--- src/rtl/timer_1ms.sv ---
// Millisecond elapsed-time counter for the two-player sequence-matching game.
// A prescaler divides Clk down to one tick per millisecond while Start is high;
// T counts those ticks. Dropping Start clears both counters synchronously.
// Optional feature macro: TIMER1MS_SATURATE_EN (T saturates instead of wrapping).

module timer_1ms #(
    parameter int unsigned CYCLES_PER_MS = 50000,
    parameter int unsigned T_WIDTH       = 21
) (
    input  logic               Clk,
    input  logic               Rst,
    input  logic               Start,
    output logic [T_WIDTH-1:0] T
);

    // A 1-cycle millisecond still needs a 1-bit prescaler; it simply stays at zero.
    localparam int unsigned PsWidth = (CYCLES_PER_MS > 1) ? $clog2(CYCLES_PER_MS) : 1;
    localparam logic [PsWidth-1:0] PsLast = PsWidth'(CYCLES_PER_MS - 1);

    logic [PsWidth-1:0] ps_q, ps_d;
    logic [T_WIDTH-1:0] t_q, t_d;
    logic               tick;

    // Next-state logic: clear while idle, otherwise advance prescaler and count ticks.
    always_comb begin
        ps_d = ps_q;
        t_d  = t_q;
        tick = Start && (ps_q == PsLast);
        if (!Start) begin
            ps_d = '0;
            t_d  = '0;
        end else if (tick) begin
            ps_d = '0;
`ifdef TIMER1MS_SATURATE_EN
            // Hold at all-ones; the prescaler keeps cycling regardless.
            if (t_q != {T_WIDTH{1'b1}}) begin
                t_d = t_q + 1'b1;
            end
`else
            // Natural modulo-2^T_WIDTH wrap.
            t_d = t_q + 1'b1;
`endif
        end else begin
            ps_d = ps_q + 1'b1;
        end
    end

    // State registers with synchronous active-low reset taking priority over Start.
    always_ff @(posedge Clk) begin
        if (!Rst) begin
            ps_q <= '0;
            t_q  <= '0;
        end else begin
            ps_q <= ps_d;
            t_q  <= t_d;
        end
    end

    assign T = t_q;

endmodule

--- config.mk ---
export PLATFORM = sky130hd
export DESIGN_NAME = timer_1ms
export DESIGN_NICKNAME = d
export VERILOG_FILES = /design/src/rtl/timer_1ms.sv
export SDC_FILE = /design/constraint.sdc
export NUM_CORES = 1
export LEC_CHECK = 0
export CAP_MARGIN = 20
export CORE_MARGIN = 2
export CORE_UTILIZATION = 44
export CTS_CLUSTER_DIAMETER = 120
export DETAILED_ROUTE_END_ITERATION = 6
export PLACE_DENSITY = 0.66
export SYNTH_ARGS = -nofsm -noshare
export SYNTH_HDL_FRONTEND = slang
export SYNTH_SLANG_ARGS = --single-unit
--- constraint.sdc ---
create_clock -name Clk -period 3.12 [get_ports Clk]
set_input_delay 0.468 -clock Clk [delete_from_list [all_inputs] [get_ports Clk]]
set_output_delay 0.468 -clock Clk [all_outputs]
set_load 0.02 [all_outputs]
==> impl_metrics.py <==
metrics = {
    "sta": {
        "period_minus_slack_ns": 2.42,
        "finalSetupTns_ns": 0,
        "timing.max_slew.rel_slack": 0.622,
        "hold_violations": 0,
        "final_critical_path_setup_slack_ns": 0.704,
        "finalSetupViolations": 0,
        "tightest_slew_ns": 0.565,
        "rsz0062_at_grt": "no",
        "final_slew_viol_count": 0,
        "max_clock_freq_mhz": 414,
        "min_period_over_period": 0.774,
        "clock_skew_ns": 0.00578,
    },
    "die": {
        "die_width_microns": 66.4,
        "core-area_sq_mm": 0.00372,
        "std_cell_rows": 22,
        "chipHeight_microns": 66.4,
        "top_level_ports": 24,
        "initial_utilization": 0.461,
        "die_area_sq_mm": 0.00441,
    },
    "min_path": {
        "hold_path_end": "ps_q[0]",
        "hold_path.class": "flop to flop",
        "hp-start": "ps_q[0]",
        "worstHoldPathCells": 1,
    },
    "clock_network": {
        "post_cts_hold_buffer_count": 0,
        "cts_max_path_buffers": 2,
        "clock-sinks": 37,
        "post_cts_sizing_count": 0,
        "insertion_delay_ns": 0.29,
        "numCtsBuffers": 5,
        "cts_root_buf": "clkbuf_8",
        "clock_slew_at_the_register_clock_pins_of_the_worst_setup_and_hold_paths_ns": 0.07,
        "cts_post_setup_buffers_inserted": 0,
        "cts_tree": "built",
        "ctsHtreeMaxLevel": 2,
    },
    "route": {
        "route.detailed.vias_per_inst": 5.74,
        "drcViolationCount": 0,
        "routed_vias": 1545,
        "drt_first_iter_violations": 108,
        "wirelength_microns": 3590,
        "drt_pass1_iterations": 4,
        "route.detailed.wl_per_inst_microns": 13.3,
        "postRouteAntennaNets": 0,
    },
    "placement": {
        "portBuffers": 23,
        "placement.setup.worst_slack_ns": 0.427,
        "place.detailed.hpwl_microns": 2440,
        "gp_congestion": 0.818,
    },
    "setup_path": {
        "setup.worst_path.start_class": "flop",
        "critPathMaxStageDelay_ns": 0.72,
        "critical_path_peak_fanout": 40,
        "reg2reg_setup_slack_ns": 0.70,
        "worst-endpoint-arrival_ns": 2.63,
        "reg2regPathDepth": 4,
        "worstReg2RegStart": "ps_q[5]",
        "timing_worst_setup_path_type": "flop to flop",
        "worst_path_most_repeated_cell": "or4_1",
        "critical_path.endpoint_type": "flop",
        "timing.critical_path.slowest_stage_cell": "or4_4",
        "critical_path.cell_chain": "or4_1 -> or4_4 -> or4_1 -> a21oi_1",
        "timing.critical_path.required_ns": 3.34,
        "regToRegEndpoint": "T[11]",
    },
    "synth": {
        "ys_seq_elements": 37,
        "synthDominantAreaCellType": "dfxtp_1",
        "synth_top_cells_by_count": "dfxtp_1 (37), nor2_1 (22), a21oi_1 (18), or4_1 (16), nand3_1 (15)",
        "yosys_warnings": 0,
        "asyncSetResetFlopFracSynth": 0,
        "ys_dominant_reg_cell": "dfxtp_1",
        "postSynthNetCount": 204,
        "cell_area_after_synthesis_sq_mm": 0.00171,
        "top_cells_by_area_synth": "dfxtp_1 (43%), or4_1 (7.0%), xnor2_1 (6.6%)",
        "synth_sequential_area_ratio": 0.432,
        "syn_avg_cell_area_sq_um": 8.61,
        "most_common_cell_in_the_netlist": "dfxtp_1",
        "synth_enable_flop_cells": 0,
        "netlist.area_leader.share": 0.432,
        "netlist_instances": 199,
        "yosysUniqueCellTypes": 25,
    },
    "global_route": {
        "grt_first_pass_wirelength_microns": 6240,
        "groute.usage.overall": 0.184,
        "globalRouteOverflowTotal": 0,
        "grt_antenna_before_repair": 0,
        "grt_start_max_net_pins": 41,
        "number_of_global_route_vias_before_repair": 1465,
    },
    "cells_and_area": {
        "num-nets-final": 226,
        "areaGrowthSynthToFinish_pct": 19.5,
        "fillers": 373,
        "post_route_cells_drive_above_1_share": 0.0407,
        "antennaDiodeCount": 0,
        "layout.core_utilization": 0.551,
    },
    "power": {
        "total_leakage_power_nw": 0.561,
        "power_w": 0.000825,
        "power_density_mw_per_mm2": 403,
        "worst_ir_drop_vdd_mv": 0.267,
    },
    "run_status": {
        "status": "finished, final reports clean",
    },
    "job": {
        "max_cap_viol_count": 0,
    },
}
[cells by family (layout without fill, tap and decap cells)]
group                    Yosys count  in the layout  synth area share
AND/OR/NAND/NOR                   90             90             0.293
flip-flops                        37             37             0.432
AO/OA/AOI/OAI                     36             36             0.126
buffers and inverters             17             39            0.0467
XOR/XNOR                          15             15            0.0766
adder cells (fa/ha/maj)            2              2            0.0146
multiplexers                       2              2            0.0117
[per-stage QoR]
step                      hold slack [ns]  instances  instance area (sq um)
after global placement              0.449        262                   1960
final                               0.472        269                   2050
after global routing                0.496        269                   2050
after detailed placement            0.460        262                   1960
after floorplan                     0.430        199                   1710
after CTS                           0.477        269                   2050
[worst max-delay path by stage]
stage                     cells after the start    start  slack (ns)     to
after floorplan                               5  ps_q[5]        0.91  T[10]
after global placement                        5    Start        0.53   T[7]
after detailed placement                      5    Start        0.43  T[20]
after CTS                                     4  ps_q[5]        0.68  T[20]
after global routing                          4  ps_q[5]        0.57   T[7]
final                                         4  ps_q[5]        0.70  T[11]
[placed cells by master (no fill, tap or decap)]
cell              n
dfxtp_1          37
clkdlybuf4s50_1  23
nor2_1           22
a21oi_1          18
or4_1            16
nand3_1          15
o31ai_1          14
xnor2_1          13
nand4_1           9
nand2_1           8
inv_1             8
or3_1             6
clkbuf_8          6
o21ai_0           4
nor4_1            4
nor3_1            4
and4_1            2
mux2i_1           2
xor2_1            2
ha_1              2
nand4b_1          1
or4bb_1           1
or4_4             1
or2_2             1
clkbuf_1          1
buf_4             1
[cell type report]
type,instances,area (sq um),share of cell area
repair buffers,24,238,0.116
multi-input cells,145,893,0.436
well taps,48,60.1,0.0293
clock buffers,7,86.3,0.0422
flip-flops and latches,37,741,0.362
inverters,8,30.0,0.0147
[routing by layer]
layer,wire (microns),GRT usage
met1,1720,0.225
met2,1650,0.299
met3,137,0.0426
met4,74,0.0918
met5,0,0
[registers in the layout, indices dropped and copies added, names as in the netlist]
signal and flops:
ps_q 16, T 21
[worst max-delay path, delay by kind of cell, from the launching register on]
family             cells  cell delay [ns]
and+or+nand+nor        3             1.81
AOI/OAI and AO/OA      1             0.16
DFF                    1             0.37
[where the power goes]
group          internal [W]  switching (W)
Sequential         0.000473     0.00000111
Clock              0.000175       0.000161
Combinational    0.00000480     0.00000975
Total              0.000653       0.000172
(Power assumes the default switching activity.)
